<file path="src/rtl/cpu_pkg.sv">
// Shared datapath types and constants for the register-file slice.
package cpu_pkg;

  localparam int DATA_W   = 16;
  localparam int ADDR_W   = 3;
  localparam int NUM_REGS = 8;

  typedef logic [DATA_W-1:0] word_t;
  typedef logic [ADDR_W-1:0] reg_sel_t;

  // One bit wider than a register index so the last-index compare is exact.
  typedef logic [ADDR_W:0] clr_cnt_t;

  typedef enum logic {
    RF_IDLE,
    RF_CLEAR
  } rf_state_e;

  localparam clr_cnt_t CLR_LAST = clr_cnt_t'(NUM_REGS - 1);

endpackage

</file>
<file path="src/rtl/wr_demux1to8.sv">
// Register-select demultiplexer: turns a register index into a one-hot
// write strobe, all zero when the enable is low.
module wr_demux1to8
  import cpu_pkg::*;
(
  input  logic              en,
  input  logic [ADDR_W-1:0] sel,
  output logic [NUM_REGS-1:0] strobe
);

  // Decode the selected index into a single strobe bit.
  always_comb begin
    // NOTE: every bit gets a default first so no path leaves strobe
    // unassigned, which would otherwise infer a latch.
    strobe = '0;
    if (en) begin
      strobe[sel] = 1'b1;
    end
  end

endmodule

</file>
<file path="src/rtl/bus_demux_regfile.sv">
// Bus destination register file: 8 x 16-bit registers written from the data
// bus through a valid/ready handshake, two combinational read ports, and a
// clear engine that zeroes one register per cycle.
module bus_demux_regfile
  import cpu_pkg::*;
(
  input  logic              clk,
  input  logic              rst_n,
  input  logic              wr_valid,
  output logic              wr_ready,
  input  logic [ADDR_W-1:0] wr_sel,
  input  logic [DATA_W-1:0] wr_data,
  input  logic              clr_req,
  output logic              clr_busy,
  input  logic [ADDR_W-1:0] rd_sel_a,
  output logic [DATA_W-1:0] rd_data_a,
  input  logic [ADDR_W-1:0] rd_sel_b,
  output logic [DATA_W-1:0] rd_data_b
);

  rf_state_e           state;
  rf_state_e           state_nxt;
  clr_cnt_t            clr_cnt;
  logic                run_q;
  word_t               regs [NUM_REGS];
  logic                wr_fire;
  logic                strobe_en;
  reg_sel_t            strobe_sel;
  word_t               wr_word;
  logic [NUM_REGS-1:0] strobe;

  // FSM state register.
  always_ff @(posedge clk or negedge rst_n) begin
    // NOTE: sequential state uses non-blocking assignments so every flop
    // samples its inputs from before the edge.
    if (!rst_n) begin
      state <= RF_IDLE;
    end else begin
      state <= state_nxt;
    end
  end

  // Holds wr_ready low until the first edge after reset is released.
  always_ff @(posedge clk or negedge rst_n) begin
    if (!rst_n) begin
      run_q <= 1'b0;
    end else begin
      run_q <= 1'b1;
    end
  end

  // Next-state and handshake outputs; clr_req is ignored once clearing.
  always_comb begin
    state_nxt = state;
    wr_ready  = 1'b0;
    clr_busy  = 1'b0;
    unique case (state)
      RF_IDLE: begin
        wr_ready = run_q;
        if (clr_req) begin
          state_nxt = RF_CLEAR;
        end
      end
      RF_CLEAR: begin
        clr_busy = 1'b1;
        if (clr_cnt == CLR_LAST) begin
          state_nxt = RF_IDLE;
        end
      end
      default: state_nxt = RF_IDLE;
    endcase
  end

  // Sweep index: walks 0..NUM_REGS-1 while clearing, parked at 0 otherwise.
  always_ff @(posedge clk or negedge rst_n) begin
    if (!rst_n) begin
      clr_cnt <= '0;
    end else if (state == RF_CLEAR && clr_cnt != CLR_LAST) begin
      clr_cnt <= clr_cnt + clr_cnt_t'(1);
    end else begin
      clr_cnt <= '0;
    end
  end

  // The demux is shared: the clear sweep owns it while busy, the bus
  // otherwise. Writes cannot fire while busy because wr_ready is low.
  assign wr_fire    = wr_valid & wr_ready;
  assign strobe_en  = clr_busy | wr_fire;
  assign strobe_sel = clr_busy ? clr_cnt[ADDR_W-1:0] : wr_sel;
  assign wr_word    = clr_busy ? '0 : wr_data;

  wr_demux1to8 u_demux (
    .en     (strobe_en),
    .sel    (strobe_sel),
    .strobe (strobe)
  );

  // Register storage: each register loads the shared write word on its strobe.
  always_ff @(posedge clk or negedge rst_n) begin
    // NOTE: the array is reset because an aborted clear must still leave
    // every register at zero; this costs a reset pin per storage bit.
    if (!rst_n) begin
      for (int i = 0; i < NUM_REGS; i++) begin
        regs[i] <= '0;
      end
    end else begin
      for (int i = 0; i < NUM_REGS; i++) begin
        if (strobe[i]) begin
          regs[i] <= wr_word;
        end
      end
    end
  end

  // Combinational read ports; no bypass of a same-cycle write.
  assign rd_data_a = regs[rd_sel_a];
  assign rd_data_b = regs[rd_sel_b];

endmodule
</file>
<file path="config.mk">
export PLATFORM = sky130hd
export DESIGN_NAME = bus_demux_regfile
export DESIGN_NICKNAME = d
export VERILOG_FILES = /design/src/rtl/cpu_pkg.sv /design/src/rtl/wr_demux1to8.sv /design/src/rtl/bus_demux_regfile.sv
export SDC_FILE = /design/constraint.sdc
export NUM_CORES = 1
export LEC_CHECK = 0
export ABC_AREA = 1
export BUFFER_PORTS_ARGS = -buffer_cell sky130_fd_sc_hd__buf_2
export CAP_MARGIN = 20
export CORE_MARGIN = 3
export CORE_UTILIZATION = 44
export DETAILED_ROUTE_END_ITERATION = 10
export SKIP_CTS_REPAIR_TIMING = 1
export SLEW_MARGIN = 10
export SYNTH_ARGS = -nofsm -noshare
export SYNTH_HDL_FRONTEND = slang
export SYNTH_SLANG_ARGS = --single-unit
</file>
<file path="constraint.sdc">
create_clock -name clk -period 1.5 [get_ports clk]
set_input_delay 0.3 -clock clk [delete_from_list [all_inputs] [get_ports clk]]
set_output_delay 0.3 -clock clk [all_outputs]
set_load 0.1 [all_outputs]
</file>
# ---- Yosys cells after proc, flatten, opt, wreduce, memory -nomap -nowiden
# Cells that the tools add are included.
dict set report classes {
  addsub 1
  multipliers 0
  div 0
  order_cmp 4
  eq_ne 2
  shift 0
  mux 17
  bitwise_logic 5
  reduce_logical 2
}
# op n
set ops {}
lappend ops {{16-bit binary-select mux with 3-bit select} 2}
lappend ops {{16-bit two-way mux} 5}
lappend ops {{4-bit >= comparator, second input constant} 2}
lappend ops {{8-bit two-way mux} 1}
lappend ops {{3-bit NOT with 4-bit output} 2}
lappend ops {{1-bit two-way mux} 5}
lappend ops {{4-bit by 1-bit adder with 4-bit output, second input constant} 1}
lappend ops {{4-bit by 3-bit == test with 1-bit output, second input constant} 1}
lappend ops {{3-bit by 4-bit less-than comparator with 1-bit output, second input constant} 1}
lappend ops {{4-bit two-way mux} 1}
lappend ops {{4-bit by 3-bit inequality test with 1-bit output, second input constant} 1}
lappend ops {{1-bit demux with 3-bit select} 1}
lappend ops {{3-bit by 1-bit >= comparator with 1-bit output, second input constant} 1}
lappend ops {{3-bit two-way mux} 1}
lappend ops {{1-bit logical AND} 2}
lappend ops {{1-bit one-hot mux with 2 select lines} 1}
lappend ops {{1-bit AND} 1}
lappend ops {{1-bit NOT} 1}
lappend ops {{1-bit bitwise OR} 1}
dict set report word_totals {
  register_bits 134
  latch_bits 0
  ramBits 0
  mem_bits_ro 0
  inputBits 29
  out_inout_bits 34
  elab_cells 42
  mem_count 0
}

# ---- Depth between registers and ports, before layout
dict set report depth {
  word_depth 7
  mapped_depth 9
  depth_no_buf 7
}

# ---- Hierarchy
# From an unflattened synthesis, not the netlist that was laid out.
dict set report unflattened {
  cells_unflattened 1209
  area_unflattened_um2 7900.1
}
# mod instances cells_each area_each_um2 seq_area_each_um2
set by_module_without_submodules {}
lappend by_module_without_submodules {bus_demux_regfile 1 1192 7836.3 3353.2}
lappend by_module_without_submodules {wr_demux1to8 1 17 63.8 0.0}

# ---- Worst setup path before layout
# OpenSTA, ideal clock, no wires.
dict set report synth_path {
  kind {register -> output}
  startpoint {reg state}
  endpoint {out wr_ready}
  t_arrival_ns 2.619
  required_ns 1.200
  slack_ns -1.419
  path_stages_with_launch 5
  n_path_buf 3
  path_cell_list {dfrtp_1 > buf_6 > buf_4 > buf_2 > nor2_1}
}
dict set report synth_via {
  elab_chain_cells 1
}
# item line
set synth_lines {}
lappend synth_lines {{from (decl)} bus_demux_regfile.sv:21} ;# rf_state_e state;
lappend synth_lines {{from (signal assigned)} bus_demux_regfile.sv:39} ;# state <= state_nxt;
lappend synth_lines {{1-bit two-way mux} bus_demux_regfile.sv:57} ;# unique case (state)
lappend synth_lines {{to (decl)} bus_demux_regfile.sv:10} ;# output logic wr_ready,
# No other way between the ends.

# ---- Final worst setup path
dict set report layout_path {
  startpoint {reg regs[27] in the netlist's numbering}
  endpoint {out rd_data_a[11]}
}
dict set report layout_via {
  elab_chain_cells 3
}
# item line
set layout_lines {}
lappend layout_lines {{from (decl)} bus_demux_regfile.sv:25} ;# word_t regs [NUM_REGS];
lappend layout_lines {{from (signal, indexed assignment)} bus_demux_regfile.sv:109} ;# regs[i] <= wr_word;
lappend layout_lines {{16-bit binary-select mux with 3-bit select} bus_demux_regfile.sv:116} ;# assign rd_data_a = regs[rd_sel_a];
lappend layout_lines {{16-bit two-way mux (implied by the code) (2 in a row)} bus_demux_regfile.sv:116}
lappend layout_lines {{to (decl)} bus_demux_regfile.sv:16} ;# output logic [DATA_W-1:0] rd_data_a,
# No other way between the ends. The select of a mux whose other input is x is not followed.

==> load_flow_metrics.sql <==
INSERT INTO impl_metrics (metric_group, metric, value, unit) VALUES
('placement', 'placement.io_buffers', '62', ''),
('run_status', 'failed_checks', 'setup timing', ''),
('yosys', 'syn-instance-count', '1368', ''),
('layout', 'multi_input_comb_area', '5920', 'um^2'),
('timing', 'report.final.setup_viol', '162', ''),
('timing', 'worst_clock_skew', '0.00336', 'ns'),
('floorplan', 'core.rowCount', '50', ''),
('layout', 'diodes', '0', ''),
('critical_path', 'r2r.worst_path.cells', '11', ''),
('critical_path', 'critPathTopFamily', 'simple AND/OR/NAND/NOR gates', ''),
('critical_path', 'critPathCaptureType', 'output pin', ''),
('layout', 'fillers', '1461', ''),
('drt', 'detail_route.drc_violations', '0', ''),
('clocking', 'cts_inserted_buffers', '17', ''),
('timing', 'maxSlewViolCount', '0', ''),
('critical_path', 'cp_common_cell', 'sky130_fd_sc_hd__nand2_1', ''),
('layout', 'design.final.nets', '1570', ''),
('run_status', 'result_of_the_run', 'complete, but fails checks', ''),
('worst_hold_path', 'hold_path_startpoint', 'clr_req', ''),
('yosys', 'ys_seq_area_share', '39.6', '%'),
('power', 'power.static_leakage', '7.24', 'nW'),
('critical_path', 'start_kind', 'flop', ''),
('yosys', 'postSynthNetCount', '1398', ''),
('power', 'worst_ir_drop_vdd', '1060', 'uV'),
('layout', 'area_growth_syn_to_layout', '58.2', '%'),
('global_route', 'grt_max_degree', '65', ''),
('placement', 'finalWeightedCongestion', '0.850', ''),
('layout', 'seqCellArea', '3360', 'um^2'),
('drt', 'avgRoutedWirePerCell', '19.2', 'um'),
('drt', 'route.vias.total', '9756', ''),
('placement', 'hpwlAfterDp', '19500', 'um'),
('yosys', 'avgSynthCellArea', '6.18', 'um^2'),
('critical_path', 'timing.critical_path.cells', 'inv_1 -> nand2_1 -> nand3_1 -> nand2_1 -> nand2_2 -> nand2_8 -> buf_12', ''),
('global_route', 'grtUsageMet3', '5.16', '%'),
('layout', 'most_used_cells_in_the_layout_excluding_fill_and_tap_cells', 'sky130_fd_sc_hd__nand2_1 (491), sky130_fd_sc_hd__nand2_2 (201), sky130_fd_sc_hd__nand3_1 (140)', ''),
('layout', 'layout_commonest_cell', 'sky130_fd_sc_hd__nand2_1', ''),
('critical_path', 'cp_num_buf_inv', '2', ''),
('global_route', 'grt_pass1_wl', '46900', 'um'),
('layout', 'final_area', '13400', 'um^2'),
('critical_path', 'criticalPathCategory', 'reg -> out', ''),
('power', 'power_density', '1920', 'nW/um^2'),
('global_route', 'grt_most_used_layer', 'met2', ''),
('critical_path', 'timing.rr.end', 'regs[66]$_DFFE_PN0P_', ''),
('drt', 'ant_nets', '0', ''),
('drt', 'drt_pre_antenna_iters', '6', ''),
('critical_path', 'worstPathRequired', '1.20', 'ns'),
('critical_path', 'r2r_slack', '-0.22', 'ns'),
('yosys', 'syn-cell-area', '8460', 'um^2'),
('timing', 'grt_setup_unrepaired', 'true', ''),
('clocking', 'clock_tree.buffer_depth', '2', ''),
('clocking', 'clock_insertion_delay_at_the_later_pin_of_the_skew_report', '0.43', 'ns'),
('placement', 'place.detailed.instances', '1672', ''),
('yosys', 'post_synth_num_cell_types', '19', ''),
('timing', 'final_period_minus_worst_setup_slack', '1.81', 'ns'),
('floorplan', 'initial_core_util', '45.1', '%'),
('drt', 'detail_route.wirelength', '34300', 'um'),
('global_route', 'first_global_vias', '8501', ''),
('clocking', 'cts.htree.levels', '4', ''),
('timing', 'worst_slack', '-0.308', 'ns'),
('clocking', 'clock_transition_at_the_registers_of_the_reported_paths', '0.06', 'ns'),
('global_route', 'antenna_violations_before_repair', '0', ''),
('floorplan', 'fp.dieArea', '20900', 'um^2'),
('critical_path', 'worst_r2r_startpoint', 'state$_DFF_PN0_', ''),
('clocking', 'cts_sinks', '134', ''),
('worst_hold_path', 'whs_endpoint', 'state$_DFF_PN0_', ''),
('worst_hold_path', 'holdCritPathClass', 'in -> reg', ''),
('global_route', 'global_route.usage.met2', '48.6', '%'),
('global_route', 'grt_use_total', '29.4', '%'),
('critical_path', 'crit_path_top_delay_cell', 'sky130_fd_sc_hd__dfrtp_1', ''),
('critical_path', 'worst-endpoint-arrival', '1.51', 'ns'),
('critical_path', 'timing.critical_path.slowest_cell_delay', '0.39', 'ns');
==> worst max-delay path by stage <==
stage / startpoint / to / slack, ns / cells after the start
after floorplan: state$_DFF_PN0_ / wr_ready / -0.32 / 4
after global placement: state$_DFF_PN0_ / regs[124]$_DFFE_PN0P_ / -0.24 / 6
after detailed placement: state$_DFF_PN0_ / regs[118]$_DFFE_PN0P_ / -0.28 / 6
after CTS: regs[11]$_DFFE_PN0P_ / rd_data_b[11] / -0.35 / 7
after global routing: regs[27]$_DFFE_PN0P_ / rd_data_a[11] / -0.33 / 7
final: regs[27]$_DFFE_PN0P_ / rd_data_a[11] / -0.31 / 7
==> stage by stage <==
stage          worst slack [ns]  util [%]  total power, mW
6_report                 -0.308      71.3             25.7
2_1_floorplan            -0.322         -             12.4
5_1_grt                  -0.335      71.3             26.8
4_1_cts                  -0.351      60.2             20.6
3_3_place_gp             -0.244      56.9             16.0
3_5_place_dp             -0.285      56.9             16.1
==> cell type report <==
cell class              count  area share (%)
inverters                 160            4.51
multi-input cells        1007            44.3
clock buffers              17            3.18
repair buffers            220            19.3
clock inverters            15            1.51
flip-flops and latches    134            25.1
well taps                 234            2.19
==> cells in the mapped netlist <==
cell type | instances | area, um^2
sky130_fd_sc_hd__a21oi_2 | 1 | 8.76
sky130_fd_sc_hd__buf_1 | 12 | 45.0
sky130_fd_sc_hd__buf_2 | 15 | 75.1
sky130_fd_sc_hd__buf_4 | 6 | 45.0
sky130_fd_sc_hd__buf_6 | 7 | 78.8
sky130_fd_sc_hd__clkbuf_1 | 32 | 120
sky130_fd_sc_hd__conb_1 | 1 | 3.75
sky130_fd_sc_hd__dfrtp_1 | 134 | 3350
sky130_fd_sc_hd__ha_1 | 1 | 12.5
sky130_fd_sc_hd__inv_1 | 157 | 589
sky130_fd_sc_hd__inv_2 | 2 | 7.51
sky130_fd_sc_hd__inv_4 | 1 | 6.26
sky130_fd_sc_hd__nand2_1 | 758 | 2850
sky130_fd_sc_hd__nand2_2 | 14 | 87.6
sky130_fd_sc_hd__nand3_1 | 194 | 971
sky130_fd_sc_hd__nor2_1 | 21 | 78.8
sky130_fd_sc_hd__nor2_4 | 10 | 113
sky130_fd_sc_hd__xnor2_1 | 1 | 8.76
sky130_fd_sc_hd__xor2_1 | 1 | 8.76
==> worst reg2reg max path, stage by stage (launching register included) <==
cell,delay (ns)
sky130_fd_sc_hd__dfrtp_4,0.50
sky130_fd_sc_hd__inv_4,0.05
sky130_fd_sc_hd__buf_8,0.14
sky130_fd_sc_hd__buf_6,0.12
sky130_fd_sc_hd__nand2_4,0.07
sky130_fd_sc_hd__nand2_8,0.07
sky130_fd_sc_hd__nor2_4,0.14
sky130_fd_sc_hd__buf_6,0.13
sky130_fd_sc_hd__nand2_8,0.07
sky130_fd_sc_hd__clkbuf_16,0.19
sky130_fd_sc_hd__nand2_2,0.07
sky130_fd_sc_hd__nand2_1,0.06
==> kinds of logic after synthesis <==
group	count (synthesis)	synth area share, %
and+or+nand+nor	997	48.4
buffers and inverters	232	11.4
DFF	134	39.6
xor gates and xnor gates	2	0.207
AOI/OAI and AO/OA	1	0.104
adders and majority gates	1	0.148
other	1	0.0443
==> registers in the layout (all words and copies together) (netlist names) <==
| register | cells |
|---|---|
| regs | 128 |
| state | 1 |
| clr_cnt | 4 |
| run_q | 1 |
==> report_power, final <==
group	internal, mW	total (mW)	switching, mW
Combinational	6.01	15.5	9.48
Clock	2.79	4.53	1.74
Sequential	4.74	5.67	0.927
==> routing by layer <==
metal	wire (um)	vias to the layer above	part of all wire, %
met4	1650	0	4.8
met3	2940	135	8.6
met2	16400	559	48
met5	0	-	0
li1	-	4464	-
met1	13200	4598	39
Note: power is estimated with default switching activity, not from simulation.
